[config.mk]
export PLATFORM = sky130hd
export DESIGN_NAME = fft_frame_collector
export DESIGN_NICKNAME = d
export VERILOG_FILES = /design/src/rtl/fft_frame_collector.sv
export SDC_FILE = /design/constraint.sdc
export NUM_CORES = 1
export LEC_CHECK = 0
export CAP_MARGIN = 20
export CORE_AREA = 2 2 244 222
export DETAILED_ROUTE_END_ITERATION = 10
export DIE_AREA = 0 0 246 224
export PLACE_DENSITY = 0.6
export SLEW_MARGIN = 15
export SYNTH_ARGS = -nofsm -noshare
export SYNTH_HDL_FRONTEND = slang
export SYNTH_SLANG_ARGS = --single-unit
[constraint.sdc]
create_clock -name clk -period 8 [get_ports clk]
set_input_delay 1.6 -clock clk [delete_from_list [all_inputs] [get_ports clk]]
set_output_delay 1.6 -clock clk [all_outputs]
set_load 0.03 [all_outputs]
[src/rtl/fft_frame_collector.sv]
// fft_frame_collector
//   Upstream feeder for the 16-point FFT. Kept samples are scaled and collected into
//   a 16-slot fill buffer. Each completed frame is copied into the t_bus hold register
//   and handed to the FFT with a one-cycle new_t pulse, which is gated by fft_done.
//   Sampling continues while a frame waits in the hold register.
//
//   Parameters: DECIM (1..256) keep every DECIM-th valid sample,
//               GAIN_SHIFT (0..15) arithmetic right shift per kept sample,
//               DROP_CNT_W width of the saturating drop counter.
//   Build option: define BITREV_EN to write kept sample k into slot bitrev4(k)
//                 (decimation-in-time order); otherwise slot k.
//
//   Ports:
//     clk, rst_n          clock (rising edge), asynchronous active-low reset
//     sample_in/_valid    signed 16-bit sample stream, no backpressure
//     fft_done            FFT idle; the FFT loads a frame on new_t & fft_done
//     clr_overrun         synchronous clear of overrun and drop_cnt
//     t_bus               frame to FFT, slot k at [16k+15:16k]
//     new_t               one-cycle frame-issue pulse
//     sample_ready        high while collecting (state FILL)
//     frame_cnt           frames issued (wrapping)
//     overrun, drop_cnt   sticky drop flag and saturating count of dropped samples
module fft_frame_collector #(
  parameter int unsigned DECIM      = 1,
  parameter int unsigned GAIN_SHIFT = 0,
  parameter int unsigned DROP_CNT_W = 8
) (
  input  logic                  clk,
  input  logic                  rst_n,
  input  logic [15:0]           sample_in,
  input  logic                  sample_valid,
  input  logic                  fft_done,
  input  logic                  clr_overrun,
  output logic [255:0]          t_bus,
  output logic                  new_t,
  output logic                  sample_ready,
  output logic [15:0]           frame_cnt,
  output logic                  overrun,
  output logic [DROP_CNT_W-1:0] drop_cnt
);

  typedef enum logic {
    FILL = 1'b0,
    FULL = 1'b1
  } state_t;

  localparam logic [7:0] LP_DEC_LAST = 8'(DECIM - 1);

  state_t                r_state;
  state_t                w_state_nxt;
  logic [7:0]            r_dec_cnt;
  logic [3:0]            r_wr_idx;
  logic [15:0]           r_fill [16];
  logic [255:0]          r_t_bus;
  logic                  r_new_t;
  logic                  r_pending;
  logic [15:0]           r_frame_cnt;
  logic                  r_overrun;
  logic [DROP_CNT_W-1:0] r_drop_cnt;

  logic                  w_kept;
  logic                  w_copy_ok;
  logic                  w_issue;
  logic                  w_write;
  logic                  w_copy;
  logic                  w_drop;
  logic [3:0]            w_slot;
  logic signed [15:0]    w_scaled;
  logic [255:0]          w_frame;

  assign w_kept    = sample_valid && (r_dec_cnt == '0);
  assign w_scaled  = $signed(sample_in) >>> GAIN_SHIFT;
  // The hold register may only be overwritten once the previous frame has been
  // issued and its new_t cycle is over, so t_bus is stable while new_t is high.
  assign w_copy_ok = !r_pending && !r_new_t;
  assign w_issue   = r_pending && fft_done && !r_new_t;

`ifdef BITREV_EN
  assign w_slot = {r_wr_idx[0], r_wr_idx[1], r_wr_idx[2], r_wr_idx[3]};
`else
  assign w_slot = r_wr_idx;
`endif

  // FSM next-state and datapath strobes
  always_comb begin
    w_state_nxt = r_state;
    w_write     = 1'b0;
    w_copy      = 1'b0;
    w_drop      = 1'b0;
    case (r_state)
      FILL: begin
        if (w_kept) begin
          w_write = 1'b1;
          if (r_wr_idx == 4'd15) begin
            if (w_copy_ok) begin
              w_copy = 1'b1;
            end else begin
              w_state_nxt = FULL;
            end
          end
        end
      end
      FULL: begin
        w_drop = w_kept;
        if (w_copy_ok) begin
          w_copy      = 1'b1;
          w_state_nxt = FILL;
        end
      end
      default: w_state_nxt = FILL;
    endcase
  end

  // Frame presented to the hold register: the fill buffer with this cycle's
  // write merged in, so the slot-15 sample is captured on the same edge.
  always_comb begin
    w_frame = '0;
    for (int unsigned k = 0; k < 16; k++) begin
      w_frame[16*k +: 16] = r_fill[k];
    end
    if (w_write) begin
      w_frame[{w_slot, 4'b0000} +: 16] = w_scaled;
    end
  end

  always_ff @(posedge clk or negedge rst_n) begin
    if (!rst_n) begin
      r_state <= FILL;
    end else begin
      r_state <= w_state_nxt;
    end
  end

  // Fill storage needs no reset: every frame writes all 16 slots before a copy.
  always_ff @(posedge clk) begin
    if (w_write) begin
      r_fill[w_slot] <= w_scaled;
    end
  end

  always_ff @(posedge clk or negedge rst_n) begin
    if (!rst_n) begin
      r_dec_cnt   <= '0;
      r_wr_idx    <= '0;
      r_t_bus     <= '0;
      r_pending   <= 1'b0;
      r_new_t     <= 1'b0;
      r_frame_cnt <= '0;
      r_overrun   <= 1'b0;
      r_drop_cnt  <= '0;
    end else begin
      if (sample_valid) begin
        r_dec_cnt <= (r_dec_cnt == LP_DEC_LAST) ? '0 : r_dec_cnt + 8'd1;
      end

      if (w_copy) begin
        r_wr_idx <= '0;
      end else if (w_write) begin
        r_wr_idx <= r_wr_idx + 4'd1;
      end

      if (w_copy) begin
        r_t_bus <= w_frame;
      end

      // copy needs !pending and issue needs pending, so they never coincide
      if (w_copy) begin
        r_pending <= 1'b1;
      end else if (w_issue) begin
        r_pending <= 1'b0;
      end

      if (r_new_t) begin
        r_new_t     <= 1'b0;
        r_frame_cnt <= r_frame_cnt + 16'd1;
      end else if (w_issue) begin
        r_new_t <= 1'b1;
      end

      if (clr_overrun) begin
        r_overrun  <= 1'b0;
        r_drop_cnt <= '0;
      end else if (w_drop) begin
        r_overrun <= 1'b1;
        if (r_drop_cnt != '1) begin
          r_drop_cnt <= r_drop_cnt + DROP_CNT_W'(1);
        end
      end
    end
  end

  assign t_bus        = r_t_bus;
  assign new_t        = r_new_t;
  assign sample_ready = (r_state == FILL);
  assign frame_cnt    = r_frame_cnt;
  assign overrun      = r_overrun;
  assign drop_cnt     = r_drop_cnt;

endmodule
# Word level (Yosys, flattened, before mapping)
# Memory sizes are Yosys's and may differ from the RTL's.
# Cells that the tools add are included.
[word_totals]
memories = 1
reg_bits = 296
in_bits = 21
ramBits = 256
word_cells = 59
[mem_list]
columns = ["name", "depth", "word_bits", "rd", "rd_ports_with_merged_regs", "wr", "line_no", "text"]
rows = [
  ["r_fill", 16, 16, 16, 0, 1, "53", "logic [15:0] r_fill [16];"],
]
[classes]
reduce_logical = 12
n_eq_ne = 2
n_addsub = 5
n_shift = 2
bitwise = 1
mux = 27
[ops]
columns = ["operator", "n"]
rows = [
  ["bitwise mux 256 bit", 1],
  ["two-way mux 256 bit", 1],
  ["variable shift 16 x 10 -> 256 bit, first input constant", 1],
  ["variable part select 16 x 10 -> 256 bit", 1],
  ["two-way mux 8 bit", 4],
  ["two-way mux 1 bit", 17],
  ["adder 16 x 1 -> 16 bit, second input constant", 1],
  ["adder 8 x 1 -> 8 bit, second input constant", 2],
  ["negation 8 -> 10 bit", 1],
  ["zero test 8 bit", 1],
  ["two-way mux 4 bit", 2],
  ["!= test 8 bit, second input constant", 1],
  ["nonzero test 2 bit", 4],
  ["adder 4 x 1 -> 4 bit, second input constant", 1],
  ["equality test 4 bit, second input constant", 1],
  ["logical AND 1 bit", 4],
  ["one-hot mux 1 bit (2 select lines)", 2],
  ["zero test 1 bit", 2],
  ["AND reduction 2 bit", 1],
  ["NOT 1 bit", 1],
]

# Depth between registers and ports, before layout
# Gate-level depths: netlist of the first run.
[logic_depth]
depth_word = 7
mapped_depth = 10
ltp_nobuf = 7

# Worst setup path before layout of the first run
# No wires, ideal clock.
[synth_path]
kind = "input port to flip-flop"
start = "in sample_valid"
end = "mem r_fill[3][0], enable pin"
setup_ns = 0.409
t_arrival_ns = 3.916
n_path_buf = 1
stages = 5
required_ns = 7.591
slack_ns = 3.675
path_cell_list = "buf_4 -> or4b_4 -> nor3_4 -> nand2_1 -> nor3_1"
[synth_via]
elab_chain_cells = 5
[synth_lines]
columns = ["item", "line_no", "text"]
rows = [
  ["start: declaration", "31", "input logic sample_valid,"],
  ["logical AND 1 bit", "71", "assign w_kept = sample_valid && (r_dec_cnt == '0);"],
  ["two-way mux 1 bit", "92", "if (w_kept) begin"],
  ["two-way mux 1 bit", "90", "case (r_state)"],
  ["two-way mux 1 bit", "136", "if (w_write) begin"],
  ["two-way mux 1 bit (not written as such)", "137", "r_fill[w_slot] <= w_scaled;"],
  ["end: declaration", "53", ""],
]
# Every way passes these cells.

# Worst setup path in the final report of the first run
[layout_path]
start = "in sample_valid"
end = "reg r_t_bus[249], in the netlist t_bus[249]"
[layout_via]
elab_chain_cells = 4
[layout_lines]
columns = ["item", "line_no", "text"]
rows = [
  ["logical AND 1 bit (*)", "71", ""],
  ["two-way mux 1 bit", "92", ""],
  ["two-way mux 1 bit", "90", ""],
  ["two-way mux 256 bit", "121", "if (w_write) begin"],
  ["end signal: assignment", "163", "r_t_bus <= w_frame;"],
  ["end: declaration", "54", "logic [255:0] r_t_bus;"],
]
# Mark *: on every way between the ends. The rest lies on a longest branch, timed or not.
# A chain may end at the register's enable or synchronous reset.

==> results of run 1 <==
synth_stat cells:
library cell | instances | share of area
clkbuf_1 | 73 | 0.013
buf_4 | 2 | 0.00072
nand2b_1 | 5 | 0.0015
o2111ai_2 | 1 | 0.00072
buf_2 | 11 | 0.0027
nand2_1 | 360 | 0.065
nor3_1 | 9 | 0.0022
mux2_2 | 1 | 0.00054
and3_1 | 21 | 0.0063
nor2_4 | 1 | 0.00054
nor4b_1 | 2 | 0.00084
xnor2_1 | 19 | 0.0080
a21oi_1 | 35 | 0.0084
xor2_1 | 12 | 0.0051
nor2_1 | 245 | 0.044
inv_1 | 10 | 0.0018
or4b_4 | 2 | 0.0013
o21ai_0 | 89 | 0.021
dfrtp_1 | 296 | 0.36
or3_1 | 18 | 0.0054
nor4_1 | 1 | 0.00030
a31oi_1 | 49 | 0.015
or2_2 | 2 | 0.00060
nor3_4 | 1 | 0.00078
o31a_1 | 1 | 0.00042
mux2i_1 | 83 | 0.040
and4_1 | 1 | 0.00042
o2111ai_1 | 1 | 0.00042
nand4_1 | 9 | 0.0027
a21o_1 | 2 | 0.00072
edfxtp_1 | 256 | 0.37
nor4_2 | 1 | 0.00060
or4_1 | 17 | 0.0062
buf_1 | 7 | 0.0013
nand4_2 | 3 | 0.0018
nand3_1 | 8 | 0.0019
buf_6 | 1 | 0.00054
ha_1 | 9 | 0.0054
o21ai_1 | 13 | 0.0031
final cells by class:
cell class / instances / area, um^2
flip-flops and latches: 552 / 15090
diodes: 2 / 5.005
clock inverters: 25 / 297.8
well taps: 697 / 872.1
clock buffers: 79 / 1568
inverters: 10 / 37.54
repair buffers: 341 / 3326
fillers: 4695 / 26060
multi-input cells: 1021 / 5294
state kept, by name, indices dropped and copies added (netlist names):
| name | flops |
|---|---|
| r_dec_cnt | 8 |
| new_t | 1 |
| drop_cnt | 8 |
| frame_cnt | 16 |
| r_fill | 256 |
| r_state | 1 |
| r_wr_idx | 4 |
| t_bus | 256 |
| overrun | 1 |
| r_pending | 1 |
per-layer routing:
metal	vias up	wire length, um
met1	6746	25990
met4	0	915
met5	-	0
li1	6370	-
met2	357	25250
met3	58	3226
worst max-delay path, cell delays in order:
cell	delay (ps)
clkdlybuf4s50_1	630
or4b_4	550
nor3_4	440
nand4_2	690
or3_1	610
a31oi_1	190
metrics by stage:
step,setup WS [ps],total power [uW]
global route,3588,8881
finish,3800,8507
floorplan,3675,4851
CTS,3852,8581
detailed placement,3220,5917
global placement,3286,5881
path summary, 6_finish.rpt:
check	start	depth (start not counted)	slack (ps)	to
min in group asynchronous	rst_n	1	1000	t_bus[11]
worst max-delay path	sample_valid	6	3800	t_bus[249]
worst min-delay path	r_fill[4][2]	2	430	t_bus[66]
max in group asynchronous	rst_n	2	5670	t_bus[56]
worst max register to register	r_wr_idx[0]	9	4380	t_bus[3]
worst min register to register	r_fill[4][2]	2	430	t_bus[66]
kinds of logic (layout without fill, tap and decap cells):
logic type	after synthesis	after routing	synth area share
compound gates	191	191	0.05012
mux	84	84	0.04059
xor+xnor	31	31	0.01309
simple gates	706	706	0.1429
buf+inv	104	455	0.02020
flops	552	552	0.7276
other cells	0	2	0
fa+ha+maj	9	9	0.005428
power by group through the flow:
stage,sequential (uW),combinational [uW],clock [uW]
after global placement,3700,2190,0
after CTS,3660,2220,2710
after floorplan,4260,590,0
after detailed placement,3700,2210,0
after global routing,3700,2370,2810
final,3650,2210,2640
==> results.cfg, run 1 <==
[final_layout]
syn_to_final_growth_pct = 27.71
fin_util = 0.5042
layout_commonest_cell = nand2_1
layout_common_cells = nand2_1, dfrtp_1, clkdlybuf4s50_1
nNetsFinal = 2011
design_area_mm2 = 0.02649
layout-drive-gt1-share = 0.07742
instances_no_fill = 2727

[power_and_ir_drop]
power_leakage_uw = 0.01126
p_per_area_mw_per_mm2 = 321.1
pwr-share-clk = 0.311
p_sw_uw = 2790
swShare = 0.3280
p_comb_frac = 0.260
pwr-share-seq = 0.429
vdd_drop_max_mv = 0.1741
p_int_uw = 5717

[setup_path]
setup.worst_path.class = input pin to flip-flop
critPathArrivalTime_ps = 4710
worstPathRequired_ps = 8510
worstPathMaxFanout = 32
startpoint_type = input pin
worst_setup_path_end_kind = flip-flop

[timing]
rsz0062_at_grt = false
final.setup.tns_ps = 0
hold_viol = 0
worstMarginPinSlew_ps = 1115
holdWs_ps = 434.1
slew_viol_final = 0
layout_worst_path_cycle_share = 0.5250
setup-violations-final = 0
fin_skew_ps = 22.20
fmax_mhz = 238.1
maxSlewHeadroom = 0.2570
finalCriticalPeriod_ps = 4200

[drt]
firstDrtPassIters = 5
vias_per_cell = 4.962
wl_mm = 55.38
drtAntennaViolNets = 0
drt-initial-drc-count = 1158
via_count = 13530
wire_per_inst_um = 20.31
drc = 0

[global_route]
grt_busiest_layer = met2
grt_max_degree = 245
grt.overflow.total = 0
antenna_found_initial = 1
grt_usage = 0.2017
met3_usage = 0.03630
grt_pass1_vias = 13420
use_met1 = 0.2962
gr-usage-met2 = 0.3121
grt_pass1_wl_mm = 83.84

[clocking]
tritoncts = built
clock_path_buffers = 3
h-tree-depth = 2
cts-root-buf = clkbuf_16
post-cts-setup-buffers = 0
clock-sinks = 552
cts_buffers = 55
clkSlewWorstSetupHoldPaths_ps = 60
clkLatencyLatePin_ps = 600
cts_resized = 0
cts_hold_buffers = 0

[placed_design]
place_congestion = 0.7631
dp.cells = 2619
port_buffers = 303
place_hpwl_mm = 33.04
dpl-instance-area_mm2 = 0.02459

[logic_synthesis]
synth-seq-cells = 552
synth_cells = 1677
synth.avg_cell_area_um2 = 12.37
synthesis.nets = 1707
yosysWarnings = 0
ys_types = 39
synth_area_mm2 = 0.02074
seq_area_frac_synth = 0.7276

[floorplanning]
io_pins = 304
rows = 80
die_w_um = 246
core-area_mm2 = 0.05255
dieArea_mm2 = 0.05510
initial_core_util = 0.3948
chipHeight_um = 224

[job]
drv_cap = 0

[min_path]
min_path_type = flip-flop to flip-flop

[outcome]
status = completed
Note: power is estimated with default switching activity, not from simulation.
==> run 2, diff against run 1 <==
PLACE_DENSITY = 0.63   (was 0.6)
clock period = 3.8 ns   (was 8 ns; I/O delays follow)
==> run 2 against run 1 <==
Against the previous run: cell count rose by 0.84%; highest routed layer unchanged; clock skew rose by 11 ps; sequential share of layout area fell by 0.64 points; setup slack got worse by 3100 ps; combinational power rose by 120%; clock power rose by 120%; via count rose by 3.2%; power rose by 110%; non-clock buffer count rose by 27; count of clock-buffer cells in the layout fell by 3; sequential power rose by 110%.
==> results.cfg, run 2 (synthesis results as in run 1) <==
[setup_path]
cp_num_buf_inv = 3
worst_setup_path_end_kind = flip-flop
setup.worst_path.class = flip-flop to flip-flop
r2r_end = t_bus[182]
cp_cell_sequence = buf_4 > inv_1 > ha_1 > or2_2 > nor4_2 > a21oi_4 > buf_16 > or4_1 > a31oi_1
ff2ff_setup_slack_ps = 710
r2r_cells = 9
worstPathRequired_ps = 4340
r2r_start = r_wr_idx[0]
crit_path_top_delay_cell = or4_1
path_delay_family = simple AND/OR/NAND/NOR gates
max_stage_delay_ps = 510
critPathArrivalTime_ps = 3630
startpoint_type = flip-flop
worstPathMaxFanout = 35

[floorplanning]
die_w_um = 246
core-area_mm2 = 0.05255
initial_core_util = 0.3948
rows = 80
chipHeight_um = 224
dieArea_mm2 = 0.05510
io_pins = 304

[clocking]
cts_hold_buffers = 0
clkSlewWorstSetupHoldPaths_ps = 60
cts_buffers = 55
clock_path_buffers = 3
clkLatencyLatePin_ps = 620
post-cts-setup-buffers = 0
cts_resized = 0
tritoncts = built
clock-sinks = 552
h-tree-depth = 2
cts-root-buf = clkbuf_16

[final_layout]
instances_no_fill = 2750
layout-drive-gt1-share = 0.08914
num_antenna_cells = 0
fill_cells = 4594
nNetsFinal = 2038
multiInputGateArea_mm2 = 0.005294
layout_commonest_cell = nand2_1
fin_util = 0.5099
seq_area_mm2 = 0.01509
layout_common_cells = nand2_1, dfrtp_1, clkdlybuf4s50_1
syn_to_final_growth_pct = 29.16

[timing]
worstMarginPinSlew_ps = 925.7
maxSlewHeadroom = 0.3829
fin_skew_ps = 33.40
fmax_mhz = 323.3
hold_viol = 0
slew_viol_final = 0
final.setup.tns_ps = 0
setup-violations-final = 0
finalCriticalPeriod_ps = 3093
layout_worst_path_cycle_share = 0.8139
final_critical_path_setup_slack_ps = 707.1
rsz0062_at_grt = false

[power_and_ir_drop]
pwr-share-clk = 0.313
power_leakage_uw = 0.01145
p_per_area_mw_per_mm2 = 678.7
p_comb_frac = 0.262
vdd_drop_max_mv = 0.3894
p_sw_uw = 5982
pwr-share-seq = 0.425
swShare = 0.3290
p_int_uw = 12200

[global_route]
use_met1 = 0.3216
grt.overflow.total = 0
grt_pass1_vias = 13680
grt_pass1_wl_mm = 88.31
grt_usage = 0.2158
gr-usage-met2 = 0.3281
met3_usage = 0.04553
antenna_found_initial = 6
grt_max_degree = 118
grt_busiest_layer = met2

[placed_design]
place_congestion = 0.8496
port_buffers = 303
dp.cells = 2647
place_hpwl_mm = 38.91
pre_cts_slack_ps = 275.7

[drt]
drc = 0
wire_per_inst_um = 21.64
wl_mm = 59.50
vias_per_cell = 5.077
drt-initial-drc-count = 1127
drtAntennaViolNets = 0
firstDrtPassIters = 5
via_count = 13960

[job]
drv_cap = 0

[outcome]
status = completed

[min_path]
min_path_type = input pin to asynchronous set/reset pin
## run 2: cell count changes in the layout (fill, tap and decap cells not counted), moves of 2 or more
cell / previous run / this run
diode_2: 2 / 0
buf_8: 4 / 1
clkinvlp_4: 4 / 1
clkinv_1: 2 / 4
clkbuf_1: 15 / 12
bufinv_16: 6 / 8
buf_12: 2 / 7
buf_4: 33 / 57
## run 2: worst max path at each step
| stage | depth (start not counted) | slack (ps) | start | endpoint |
|---|---|---|---|---|
| after floorplan | 5 | 310 | sample_valid | r_fill[3][0] |
| after detailed placement | 6 | 280 | sample_valid | r_fill[6][6] |
| after global routing | 9 | 530 | r_wr_idx[0] | t_bus[190] |
| final | 9 | 710 | r_wr_idx[0] | t_bus[182] |
| after global placement | 6 | 260 | sample_valid | r_fill[6][6] |
| after CTS | 8 | 740 | r_wr_idx[0] | t_bus[182] |
## run 2: metal layers
| metal | wire, um | vias up |
|---|---|---|
| met1 | 27330 | 6970 |
| met4 | 851 | 0 |
| met2 | 26850 | 521 |
| met5 | 0 | - |
| met3 | 4471 | 62 |
| li1 | - | 6408 |
## run 2: power groups by stage
stage,logic [uW],registers (uW),clock network (uW)
after global placement,4700,7830,0
after global routing,5100,7830,6030
after detailed placement,4750,7840,0
after CTS,4760,7740,5800
after floorplan,1240,8970,0
final,4760,7740,5690
## run 2: metrics by stage
step	total power [uW]	cell area, um^2	hold WS [ps]
floorplan	10210	20740	414.6
global placement	12530	24860	419.0
detailed placement	12590	24860	422.6
CTS	18310	26770	118.3
global route	18960	26790	152.4
finish	18190	26790	119.1
## run 2: cell type report
type	instances	area share
inverter	10	0.001401
clock inverter	26	0.01308
multi-input combinational	1021	0.1976
clock buffer	76	0.05809
tap	697	0.03255
timing repair buffer	368	0.1339
sequential	552	0.5634
==> run 3, diff against run 2 <==
clock period = 2.69 ns   (was 3.8 ns; I/O delays follow)
==> run 3 against run 2 <==
Against the previous run: sequential power up 41%; critical path type is now flip-flop to output pin; critical path depth down 7; cell count grew 1.8%.
==> results.cfg, run 3 (synthesis results as in run 1) <==
[job]
drv_cap = 0

[drt]
wl_mm = 59.95
drt-initial-drc-count = 1400
via_count = 14250
vias_per_cell = 5.089
drc = 0
firstDrtPassIters = 5
drtAntennaViolNets = 0
wire_per_inst_um = 21.42

[global_route]
grt_max_degree = 110
grt_usage = 0.2155
antenna_found_initial = 3
grt_pass1_wl_mm = 88.10
met3_usage = 0.03810
use_met1 = 0.3189
grt.overflow.total = 0
grt_pass1_vias = 13700
grt_busiest_layer = met2
gr-usage-met2 = 0.3277

[min_path]
hold_path_end = r_fill[13][14]
min_path_cells = 1
min_path_type = input pin to flip-flop
hp-start = sample_in[14]

[floorplanning]
dieArea_mm2 = 0.05510
io_pins = 304
die_w_um = 246
initial_core_util = 0.3948
rows = 80
core-area_mm2 = 0.05255
chipHeight_um = 224

[placed_design]
place_congestion = 0.8668
port_buffers = 303
place_hpwl_mm = 40.11

[setup_path]
r2r_cells = 7
r2r_end = t_bus[184]
crit_path_top_delay_cell = clkdlybuf4s50_1
setup.worst_path.class = flip-flop to output pin
cp_cell_sequence = inv_1 > clkdlybuf4s50_1
critPathArrivalTime_ps = 2050
worstPathRequired_ps = 2150
max_stage_delay_ps = 720
ff2ff_setup_slack_ps = 160
startpoint_type = flip-flop
worst_setup_path_end_kind = output pin
r2r_start = r_wr_idx[0]
worstPathMaxFanout = 6

[clocking]
clock-sinks = 552
h-tree-depth = 2
tritoncts = built
clkSlewWorstSetupHoldPaths_ps = 60
clock_path_buffers = 3
clkLatencyLatePin_ps = 610
cts-root-buf = clkbuf_16
cts_buffers = 57

[timing]
rsz0062_at_grt = false
fmax_mhz = 387.1
fin_skew_ps = 22.19
hold_viol = 0
layout_worst_path_cycle_share = 0.9604
worstMarginPinSlew_ps = 784.8
finalCriticalPeriod_ps = 2583
slew_viol_final = 0
setup-violations-final = 0
maxSlewHeadroom = 0.4756

[final_layout]
syn_to_final_growth_pct = 32.38
layout_commonest_cell = nand2_1
nNetsFinal = 2082
layout-drive-gt1-share = 0.1090
fin_util = 0.5226
layout_common_cells = nand2_1, dfrtp_1, clkdlybuf4s50_1

[power_and_ir_drop]
power_leakage_uw = 0.01177
vdd_drop_max_mv = 0.5284
totalPowerFinal_uw = 25930
p_per_area_mw_per_mm2 = 944.2

[outcome]
status = completed
==> run 3: cell types whose count changed in the layout (fill, tap and decap cells not counted), sizes merged <==
| cell | change |
|---|---|
| buf | +40 |
| clkdlybuf4s50 | +1 |
| clkbuf | +5 |
| bufinv | -1 |
| clkinv | +2 |
| diode | +1 |
| dlygate4sd3 | +1 |
==> run 3: worst max-delay path, delay by kind of cell, from the launching register on <==
kind                   cells  cell delay (ps)
DFF                        1              480
buffers and inverters      2              970
==> run 3: timing repair <==
item | CTS | global route
buffers inserted | 0 | 0
hold buffers | 1 | 0
endpoints found under the hold margin | 35 | 0
resized for setup | 0 | 0
==> run 3: how the worst max path moves through the flow <==
stage / startpoint / slack [ps] / to / cells after the start
final: r_state / 110 / sample_ready / 2
after detailed placement: sample_valid / -230 / r_fill[4][13] / 7
after global placement: sample_valid / -210 / r_fill[4][13] / 7
after global routing: r_state / 9 / sample_ready / 2
after floorplan: sample_valid / -150 / r_fill[7][0] / 5
after CTS: r_state / 30 / sample_ready / 2
==> run 3: layer usage <==
metal / share of wire / vias to the layer above
li1: - / 6524
met1: 0.45 / 7098
met2: 0.46 / 549
met3: 0.076 / 74
met4: 0.020 / 0
met5: 0 / -
==> run 3: report_power, final <==
group          switching [uW]  total, uW  internal (uW)
logic                    4390       6930           2540
registers                 888      10900           9960
clock network            3270       8150           4880
==> run 3: layout make-up <==
| type | instances | area, um^2 |
|---|---|---|
| Sequential cell | 552 | 15090 |
| Fill cell | 4483 | 25090 |
| Clock buffer | 81 | 1629 |
| Tap cell | 697 | 872.1 |
| Inverter | 10 | 37.54 |
| Multi-Input combinational cell | 1021 | 5295 |
| Antenna cell | 1 | 2.502 |
| Clock inverter | 27 | 314.1 |
| Timing Repair Buffer | 410 | 4217 |
==> run 3: stage by stage <==
stage | instance area (um^2) | TNS, ps | instances | hold slack, ps | setup WS [ps]
2_1_floorplan | 20780 | -18820 | 1677 | 242.4 | -149.3
3_3_place_gp | 25510 | -50130 | 2689 | 421.6 | -212.3
3_5_place_dp | 25510 | -61630 | 2689 | 422.4 | -225.6
4_1_cts | 27460 | 0 | 2798 | 325.3 | 31.69
5_1_grt | 27460 | 0 | 2798 | 348.0 | 9.147
6_report | 27460 | 0 | 2799 | 357.8 | 106.6
